[src/rtl/riscv_rv12_pkg.sv]
// RV12 identification constants and machine-information CSR addresses.
package riscv_rv12_pkg;

  // Architecture and spec revision identifiers
  localparam int unsigned ARCHID       = 12;
  localparam int unsigned REVPRV_MAJOR = 1;
  localparam int unsigned REVPRV_MINOR = 10;
  localparam int unsigned REVUSR_MAJOR = 2;
  localparam int unsigned REVUSR_MINOR = 2;

  // Machine-information CSR addresses
  localparam logic [11:0] CSR_MVENDORID = 12'hF11;
  localparam logic [11:0] CSR_MARCHID   = 12'hF12;
  localparam logic [11:0] CSR_MIMPID    = 12'hF13;
  localparam logic [11:0] CSR_MHARTID   = 12'hF14;

endpackage

[src/rtl/riscv_id_rsp_fifo.sv]
// Generic 2-deep valid/ready FIFO; head entry is presented directly from storage.
module riscv_id_rsp_fifo #(
  parameter type T = logic
) (
  input  logic clk_i,
  input  logic rst_i,
  input  logic push_valid_i,
  output logic push_ready_o,
  input  T     push_data_i,
  output logic pop_valid_o,
  input  logic pop_ready_i,
  output T     pop_data_o
);

  T           mem [2];
  logic       wptr;
  logic       rptr;
  logic [1:0] count;
  logic       push;
  logic       pop;

  assign push_ready_o = (count != 2'd2);
  assign pop_valid_o  = (count != 2'd0);
  assign push         = push_valid_i && push_ready_o;
  assign pop          = pop_valid_o && pop_ready_i;
  assign pop_data_o   = mem[rptr];

  // Storage, pointers and occupancy; push and pop in one cycle leave count unchanged
  always_ff @(posedge clk_i or posedge rst_i) begin
    if (rst_i) begin
      mem[0] <= '0;
      mem[1] <= '0;
      wptr   <= 1'b0;
      rptr   <= 1'b0;
      count  <= 2'd0;
    end else begin
      if (push) begin
        mem[wptr] <= push_data_i;
        wptr      <= ~wptr;
      end
      if (pop) begin
        rptr <= ~rptr;
      end
      count <= count + 2'(push) - 2'(pop);
    end
  end

endmodule

[src/rtl/riscv_id_csr_responder.sv]
// Answers read requests for mvendorid/marchid/mimpid/mhartid with a 2-entry response buffer.
module riscv_id_csr_responder
  import riscv_rv12_pkg::*;
#(
  parameter int unsigned XLEN       = 32,
  parameter int unsigned JEDEC_BANK = 0,
  parameter int unsigned JEDEC_ID   = 0,
  parameter int unsigned HARTID     = 0,
  parameter int unsigned ERRCNT_W   = 8
) (
  input  logic                clk_i,
  input  logic                rst_i,
  input  logic                req_valid_i,
  output logic                req_ready_o,
  input  logic [11:0]         req_addr_i,
  input  logic                req_we_i,
  input  logic [XLEN-1:0]     req_wdata_i,
  output logic                rsp_valid_o,
  input  logic                rsp_ready_i,
  output logic [XLEN-1:0]     rsp_rdata_o,
  output logic                rsp_err_o,
  output logic [ERRCNT_W-1:0] err_cnt_o
);

  typedef struct packed {
    logic [XLEN-1:0] rdata;
    logic            err;
  } id_rsp_t;

  id_rsp_t rsp_d;
  id_rsp_t rsp_q;
  logic    rst_q;
  logic    fifo_ready;
  logic    accept;
  logic    unused_wdata;

  // All target CSRs are read-only, so write data never reaches the response
  assign unused_wdata = ^req_wdata_i;

  // Holds requests off until the first clock edge after reset release
  always_ff @(posedge clk_i or posedge rst_i) begin
    if (rst_i) rst_q <= 1'b1;
    else       rst_q <= 1'b0;
  end

  assign req_ready_o = fifo_ready && !rst_q;
  assign accept      = req_valid_i && req_ready_o;

  // Address decode; any write or unmapped read faults with zero data
  always_comb begin
    rsp_d       = '0;
    rsp_d.err   = 1'b1;
    if (!req_we_i) begin
      case (req_addr_i)
        CSR_MVENDORID: begin
          rsp_d.rdata = {(XLEN-7)'(JEDEC_BANK), 7'(JEDEC_ID)};
          rsp_d.err   = 1'b0;
        end
        CSR_MARCHID: begin
          rsp_d.rdata = XLEN'(ARCHID);
          rsp_d.err   = 1'b0;
        end
        CSR_MIMPID: begin
          rsp_d.rdata = XLEN'({8'(REVUSR_MAJOR), 8'(REVUSR_MINOR),
                               8'(REVPRV_MAJOR), 8'(REVPRV_MINOR)});
          rsp_d.err   = 1'b0;
        end
        CSR_MHARTID: begin
          rsp_d.rdata = XLEN'(HARTID);
          rsp_d.err   = 1'b0;
        end
        default: begin
          rsp_d.rdata = '0;
          rsp_d.err   = 1'b1;
        end
      endcase
    end
  end

  // Saturating count of faulted requests, taken at acceptance
  always_ff @(posedge clk_i or posedge rst_i) begin
    if (rst_i) begin
      err_cnt_o <= '0;
    end else if (accept && rsp_d.err && (err_cnt_o != {ERRCNT_W{1'b1}})) begin
      err_cnt_o <= err_cnt_o + ERRCNT_W'(1);
    end
  end

  riscv_id_rsp_fifo #(
    .T (id_rsp_t)
  ) u_rsp_fifo (
    .clk_i        (clk_i),
    .rst_i        (rst_i),
    .push_valid_i (req_valid_i && !rst_q),
    .push_ready_o (fifo_ready),
    .push_data_i  (rsp_d),
    .pop_valid_o  (rsp_valid_o),
    .pop_ready_i  (rsp_ready_i),
    .pop_data_o   (rsp_q)
  );

  assign rsp_rdata_o = rsp_q.rdata;
  assign rsp_err_o   = rsp_q.err;

endmodule

[config.mk]
export PLATFORM = sky130hd
export DESIGN_NAME = riscv_id_csr_responder
export DESIGN_NICKNAME = d
export VERILOG_FILES = /design/src/rtl/riscv_rv12_pkg.sv /design/src/rtl/riscv_id_rsp_fifo.sv /design/src/rtl/riscv_id_csr_responder.sv
export SDC_FILE = /design/constraint.sdc
export NUM_CORES = 1
export LEC_CHECK = 0
export ABC_AREA = 1
export CORE_MARGIN = 2
export CORE_UTILIZATION = 41
export CTS_BUF_LIST = sky130_fd_sc_hd__clkbuf_8
export DETAILED_ROUTE_END_ITERATION = 6
export GPL_ROUTABILITY_DRIVEN = 0
export HOLD_SLACK_MARGIN = 0.12
export PLACE_DENSITY = 0.92
export SLEW_MARGIN = 10
export SYNTH_ARGS = -nofsm -noshare
export SYNTH_HDL_FRONTEND = slang
export SYNTH_SLANG_ARGS = --single-unit
[constraint.sdc]
create_clock -name clk_i -period 2.9 [get_ports clk_i]
set_input_delay 0.58 -clock clk_i [delete_from_list [all_inputs] [get_ports clk_i]]
set_output_delay 0.58 -clock clk_i [all_outputs]
set_load 0.005 [all_outputs]
==> tab_implementation.tex, run 1 <==
\begin{tabular}{lr}
\hline
Metric & Value \\
\hline
\multicolumn{2}{l}{\textbf{Timing}} \\
Setup TNS & 0 ns \\
Final period utilization & 72.1\% \\
Final worst hold slack & 0.497 ns \\
Hold Violations, Final & 0 \\
Slew margin rel. & 47.2\% \\
Min cycle time layout & 2.09 ns \\
Transition at the pin with the smallest max-transition slack & 0.791 ns \\
Highest clock frequency the design can meet & 0.478 GHz \\
Number of pins exceeding their max-slew limit in the final report & 0 \\
RSZ-0062 raised after global routing & false \\
Endpoints failing setup & 0 \\
Setup clock skew after layout & 0.00170 ns \\
Worst Setup Slack, final & 0.808 ns \\
\multicolumn{2}{l}{\textbf{Synth}} \\
Register bit count reported by yosys & 21 \\
Sequential share of the synthesized area & 35.3\% \\
Post-synthesis cell type count & 27 \\
Post-synthesis instance total & 194 \\
Synth Area per Inst & 7.69 µm² \\
Area fraction of the dominant cell type after synthesis & 33.5\% \\
Largest cells by area after synthesis & sky130\_fd\_sc\_hd\_\_dfrtp\_1 34\%, sky130\_fd\_sc\_hd\_\_nand2\_1 15\%, sky130\_fd\_sc\_hd\_\_buf\_4 15\% \\
Synthesis warning total & 0 \\
Post-synth design cell area & 1490 µm² \\
Biggest area consumer among synthesized cells & sky130\_fd\_sc\_hd\_\_dfrtp\_1 \\
\multicolumn{2}{l}{\textbf{Power and ir drop}} \\
VDD IR-drop max & 0.451 mV \\
Cell Pwr Density & 564 nW/µm² \\
Leakage & 0.953 nW \\
\multicolumn{2}{l}{\textbf{Critical path}} \\
Worst Path Class, Setup & flop to output pin \\
Kind of start point of the critical path & flop \\
Arr. time, crit path & 1.51 ns \\
Depth of the most critical reg-to-reg path & 9 \\
Crit path max fanout & 6 \\
Crit end category & output pin \\
Critical Path RT & 2.32 ns \\
\multicolumn{2}{l}{\textbf{Floorplan}} \\
Initial core utilization & 43.7\% \\
Std cell rows & 21 \\
IO Count & 92 \\
Width of the die & 64.3 µm \\
Area of the die & 4140 µm² \\
Die H & 64.3 µm \\
Total core area & 3420 µm² \\
\multicolumn{2}{l}{\textbf{Placement}} \\
Half-perimeter wire length of the detailed placement result & 2.07 mm \\
Total cell area at the placement stage & 1750 µm² \\
Port-buffer cells & 33 \\
Dpl ws & 0.826 ns \\
\multicolumn{2}{l}{\textbf{Cells and area}} \\
Commonest non-fill, non-tap cell in the layout & sky130\_fd\_sc\_hd\_\_nand2\_1 \\
Commonest cells after routing, fill and taps aside & 59 x sky130\_fd\_sc\_hd\_\_nand2\_1, 33 x sky130\_fd\_sc\_hd\_\_clkdlybuf4s50\_1, 27 x sky130\_fd\_sc\_hd\_\_conb\_1 \\
Util after Layout & 52.5\% \\
Fin nets & 280 \\
Share of cells above drive strength 1 & 8.81\% \\
Area growth from synthesis to final layout & 20.2\% \\
Design Area, Final & 1790 µm² \\
Total of fill cells in the finished design & 335 \\
Count of inserted antenna diode cells & 0 \\
\multicolumn{2}{l}{\textbf{Clock network}} \\
CTS sink cnt & 21 \\
Number of buffers added by the clock tree synthesis step & 3 \\
Clock latency on the worst-skew pair & 0.26 ns \\
Cells resized by post-CTS repair & 0 \\
Max clock buf depth & 2 \\
\# hold bufs at CTS & 0 \\
TritonCTS clock tree & yes \\
Worst-path clk slew & 0.07 ns \\
H-tree depth & 1 \\
Number of post-CTS setup repair buffers & 0 \\
Root Buffer & sky130\_fd\_sc\_hd\_\_clkbuf\_8 \\
\multicolumn{2}{l}{\textbf{Route}} \\
Per-cell routed wire length & 9.60 µm \\
Total iterations of the first detailed-routing run & 4 \\
Number of DRC markers after the initial detailed-route iteration & 36 \\
Via density per instance & 4.37 \\
Total length of routed wires & 2.62 mm \\
Number of routed nets with antenna violations & 0 \\
Remaining DRCs & 0 \\
Total via count in the routed design & 1192 \\
\multicolumn{2}{l}{\textbf{GRT}} \\
Global-route wire length before repair & 4.57 mm \\
Number of antenna violations at the first check in global routing & 0 \\
All-Layer GR Usage & 14.1\% \\
Total grt overflow & 0 \\
Pin count of the biggest net entering global routing & 22 \\
Vias in the first global route & 1081 \\
\multicolumn{2}{l}{\textbf{Job}} \\
Max-cap violations & 0 \\
\multicolumn{2}{l}{\textbf{Outcome}} \\
Result of the run & finished, final reports clean \\
\multicolumn{2}{l}{\textbf{Worst hold path}} \\
Class of the tightest hold or removal check & flop to flop \\
Hold path depth & 2 \\
\hline
\end{tabular}
routing by layer:
layer | vias up | track usage [%] | wire length, µm
li1 | 611 | - | -
met1 | 531 | 16.1 | 1100
met4 | 0 | 4.52 | 44
met3 | 7 | 4.58 | 157
met2 | 43 | 24.7 | 1320
met5 | - | 0 | 0
synth_stat cells, drive strengths merged:
library cell,count
buf,30
clkinv,3
conb,1
dfrtp,20
dfstp,1
ha,3
inv,20
nand2,65
nand3,18
nand3b,2
nand4,2
nor2,12
nor3,4
o21a,2
o21ai,5
xnor2,3
xor2,3
through the flow:
| step | total power [mW] | instances |
|---|---|---|
| after detailed placement | 0.836 | 269 |
| after global placement | 0.818 | 269 |
| final | 1.01 | 273 |
| after CTS | 1.03 | 273 |
| after floorplan | 0.693 | 220 |
| after global routing | 1.10 | 273 |
registers in the layout, summed over array words and instances, names as in the netlist:
name	count
err_cnt_o	8
rst_q	1
u_rsp_fifo.count	2
u_rsp_fifo.mem	8
u_rsp_fifo.rptr	1
u_rsp_fifo.wptr	1
where the power goes:
part           switching, mW  internal, mW  total, mW
Sequential            0.0741         0.355      0.429
Combinational          0.199         0.199      0.398
Clock                 0.0914        0.0943      0.186
Total                  0.365         0.648       1.01
final timing paths:
path                                          start             endpoint  slack [ns]
worst max-delay path                u_rsp_fifo.rptr      rsp_rdata_o[25]        0.81
worst min-delay path             u_rsp_fifo.mem[59]   u_rsp_fifo.mem[59]        0.50
worst max register to register  u_rsp_fifo.count[0]  u_rsp_fifo.count[1]        1.33
worst min register to register   u_rsp_fifo.mem[59]   u_rsp_fifo.mem[59]        0.50
max in group asynchronous                     rst_i         err_cnt_o[5]        1.64
min in group asynchronous                     rst_i  u_rsp_fifo.count[0]        0.77
worst max-delay path, stage by stage (launching register included):
cell and delay, ns:
sky130_fd_sc_hd__dfrtp_1 0.43, sky130_fd_sc_hd__inv_1 0.14, sky130_fd_sc_hd__nand2_1 0.06, sky130_fd_sc_hd__nand2_1 0.11, sky130_fd_sc_hd__clkdlybuf4s50_1 0.51
cell families (layout without fill, tap and decap cells):
family,after synthesis,count (layout),share of synthesized area (%)
buf+inv,53,60,21.2
compound gates,7,7,2.68
xor+xnor,6,6,3.52
simple gates,103,103,34.5
flops,21,21,35.3
fa+ha+maj,3,3,2.51
other cells,1,27,0.251
layout make-up:
cell class              instances  area (µm²)  area share, %
flip-flops and latches         21         527           29.4
repair buffers                 33         330           18.4
clock inverters                 1        3.75          0.209
inverters                      23        87.6           4.88
well taps                      46        57.6           3.21
clock buffers                   3        41.3           2.30
multi-input cells             146         747           41.6
Note: power is estimated with default switching activity, not from simulation.
==> inputs of run 2 (changes only) <==
--- a/config.mk
+++ b/config.mk
@@ -7,12 +7,12 @@
 export LEC_CHECK = 0
 export ABC_AREA = 1
 export CORE_MARGIN = 2
-export CORE_UTILIZATION = 41
+export CORE_UTILIZATION = 38
 export CTS_BUF_LIST = sky130_fd_sc_hd__clkbuf_8
 export DETAILED_ROUTE_END_ITERATION = 6
 export GPL_ROUTABILITY_DRIVEN = 0
 export HOLD_SLACK_MARGIN = 0.12
-export PLACE_DENSITY = 0.92
+export PLACE_DENSITY = 0.86
 export SLEW_MARGIN = 10
 export SYNTH_ARGS = -nofsm -noshare
 export SYNTH_HDL_FRONTEND = slang
==> constraint.sdc (replaced) <==
create_clock -name clk_i -period 2 [get_ports clk_i]
set_input_delay 0.4 -clock clk_i [delete_from_list [all_inputs] [get_ports clk_i]]
set_output_delay 0.4 -clock clk_i [all_outputs]
set_load 0.005 [all_outputs]
==> run 2 against run 1 <==
  * Combinational power is 48% higher
  * Final cell count grew 1.5%
  * Total power is 47% higher
  * Via count increased by 0.42%
  * Sequential share of layout area shrank 0.23 points
  * Global-route usage shrank 0.46 points
  * Utilization is 3.7 points lower
  * Clock-buffer cell count stayed put
  * Largest power group unchanged
==> tab_implementation.tex, run 2 (same netlist as run 1, synthesis figures left out) <==
\begin{tabular}{lr}
\hline
Metric & Value \\
\hline
\multicolumn{2}{l}{\textbf{Clock network}} \\
H-tree depth & 1 (unchanged) \\
Number of buffers added by the clock tree synthesis step & 3 (unchanged) \\
TritonCTS clock tree & yes \\
Worst-path clk slew & 0.08 ns (about the same) \\
CTS sink cnt & 21 (unchanged) \\
Clock latency on the worst-skew pair & 0.26 ns (about the same) \\
Max clock buf depth & 2 (unchanged) \\
\# hold bufs at CTS & 0 (unchanged) \\
Number of post-CTS setup repair buffers & 0 (unchanged) \\
Root Buffer & sky130\_fd\_sc\_hd\_\_clkbuf\_8 \\
Cells resized by post-CTS repair & 0 (unchanged) \\
\multicolumn{2}{l}{\textbf{GRT}} \\
Pin count of the biggest net entering global routing & 22 (unchanged) \\
Number of antenna violations at the first check in global routing & 0 (unchanged) \\
Total grt overflow & 0 (unchanged) \\
Vias in the first global route & 1094 (+1.2\%) \\
All-Layer GR Usage & 13.6\% (-0.46 points) \\
Global-route wire length before repair & 4.67 mm (+2.3\%) \\
\multicolumn{2}{l}{\textbf{Critical path}} \\
CP peak stage delay & 0.54 ns (+0.03 ns) \\
Arr. time, crit path & 1.49 ns (-0.02 ns) \\
Crit end category & output pin \\
Cell Chain, Critical Path & o21ai\_0 > clkdlybuf4s50\_1 \\
Cell with the biggest individual delay on the critical path & sky130\_fd\_sc\_hd\_\_clkdlybuf4s50\_1 \\
Kind of start point of the critical path & flop \\
Worst Path Class, Setup & flop to output pin \\
Crit path max fanout & 6 (unchanged) \\
Minimum setup slack among reg-to-reg paths & 0.40 ns (-0.93 ns) \\
Critical Path RT & 1.60 ns (-0.72 ns) \\
\multicolumn{2}{l}{\textbf{Timing}} \\
Setup clock skew after layout & 0.00447 ns (+0.00276 ns) \\
Endpoints failing setup & 0 (unchanged) \\
Setup TNS & 0 ns (unchanged) \\
Min cycle time layout & 1.89 ns \\
Number of pins exceeding their max-slew limit in the final report & 0 (unchanged) \\
Final worst hold slack & 0.468 ns (-0.0294 ns) \\
Final period utilization & 94.4\% \\
Worst Setup Slack, final & 0.112 ns (-0.696 ns) \\
Highest clock frequency the design can meet & 0.530 GHz \\
RSZ-0062 raised after global routing & false \\
Hold Violations, Final & 0 (unchanged) \\
\multicolumn{2}{l}{\textbf{Route}} \\
Total length of routed wires & 2.63 mm (+0.34\%) \\
Total via count in the routed design & 1197 (+0.42\%) \\
Number of routed nets with antenna violations & 0 (unchanged) \\
Remaining DRCs & 0 (unchanged) \\
Total iterations of the first detailed-routing run & 4 (unchanged) \\
Via density per instance & 4.32 (-1.0\%) \\
Number of DRC markers after the initial detailed-route iteration & 31 (-14\%) \\
Per-cell routed wire length & 9.49 µm (-1.1\%) \\
\multicolumn{2}{l}{\textbf{Cells and area}} \\
Fin cells & 277 (+1.5\%) \\
Commonest non-fill, non-tap cell in the layout & sky130\_fd\_sc\_hd\_\_nand2\_1 \\
Total of fill cells in the finished design & 376 (+12\%) \\
Largest regs & err\_cnt\_o: 8 flops, u\_rsp\_fifo.mem: 8 flops, u\_rsp\_fifo.count: 2 flops \\
Design Area, Final & 1810 µm² (+1.0\%) \\
Share of cells above drive strength 1 & 10.5\% (+1.7 points) \\
Commonest cells after routing, fill and taps aside & 59 x sky130\_fd\_sc\_hd\_\_nand2\_1, 33 x sky130\_fd\_sc\_hd\_\_clkdlybuf4s50\_1, 27 x sky130\_fd\_sc\_hd\_\_conb\_1 \\
Util after Layout & 48.8\% (-3.7 points) \\
Fin nets & 282 (+0.71\%) \\
Count of inserted antenna diode cells & 0 (unchanged) \\
Area growth from synthesis to final layout & 21.5\% \\
\multicolumn{2}{l}{\textbf{Floorplan}} \\
Die H & 66.7 µm (+3.6\%) \\
Width of the die & 66.7 µm (+3.6\%) \\
Std cell rows & 22 (+4.8\%) \\
Area of the die & 4450 µm² (+7.4\%) \\
Total core area & 3720 µm² (+8.8\%) \\
Initial core utilization & 40.2\% (-3.5 points) \\
IO Count & 92 (unchanged) \\
\multicolumn{2}{l}{\textbf{Power and ir drop}} \\
Cell Pwr Density & 820 nW/µm² (+45\%) \\
VDD IR-drop max & 0.618 mV (+37\%) \\
Sum of internal, switching and leakage power & 1.49 mW (+47\%) \\
Leakage & 0.960 nW (+0.83\%) \\
\multicolumn{2}{l}{\textbf{Job}} \\
Max-cap violations & 0 (unchanged) \\
\multicolumn{2}{l}{\textbf{Worst hold path}} \\
Class of the tightest hold or removal check & primary input to async pin \\
\multicolumn{2}{l}{\textbf{Placement}} \\
Total cell area at the placement stage & 1770 µm² (+1.0\%) \\
Dpl ws & 0.140 ns (-0.686 ns) \\
Half-perimeter wire length of the detailed placement result & 2.12 mm (+2.2\%) \\
Placed Instances & 273 (+1.5\%) \\
Port-buffer cells & 33 (unchanged) \\
\multicolumn{2}{l}{\textbf{Outcome}} \\
Result of the run & finished, final reports clean \\
\hline
\end{tabular}
run 2: changes by cell type in the layout (fill, tap and decap cells not counted), sizes merged:
cell | previous run | this run
buf | 0 | 2
run 2: path summary, 6_finish.rpt:
kind,cells after the start,to,startpoint
worst max-delay path,2,rsp_err_o,u_rsp_fifo.rptr
worst min-delay path,3,err_cnt_o[7],rst_i
worst max register to register,9,u_rsp_fifo.count[1],u_rsp_fifo.count[0]
worst min register to register,2,u_rsp_fifo.mem[36],u_rsp_fifo.mem[36]
max in group asynchronous,3,rst_q,rst_i
min in group clk_i,2,u_rsp_fifo.mem[36],u_rsp_fifo.mem[36]
run 2: per-layer routing:
| layer | up-vias | track usage, % | wire length, µm | share of wire, % |
|---|---|---|---|---|
| met5 | - | 0 | 0 | 0 |
| met4 | 0 | 4.59 | 24 | 0.91 |
| met3 | 2 | 2.03 | 108 | 4.1 |
| met2 | 29 | 25.1 | 1330 | 50 |
| met1 | 550 | 15.9 | 1170 | 44 |
| li1 | 616 | - | - | - |
run 2: cell type report:
cell class	instances	area, µm²	share of cell area (%)
Tap cell	48	60.1	3.31
Inverter	23	87.6	4.83
Sequential cell	21	528	29.1
Clock inverter	1	3.75	0.207
Multi-Input combinational cell	146	747	41.2
Timing Repair Buffer	35	345	19.0
Clock buffer	3	41.3	2.28
run 2: worst max-delay path, delay by kind of cell (launching register included):
| family | cells | cell delay (ns) |
|---|---|---|
| buffers and inverters | 1 | 0.54 |
| AOI/OAI and AO/OA | 1 | 0.24 |
| DFF | 1 | 0.45 |
run 2: report_power, final:
part	switching, mW	internal [mW]	total, mW
Sequential	0.111	0.516	0.627
Combinational	0.295	0.294	0.589
Clock	0.134	0.137	0.271
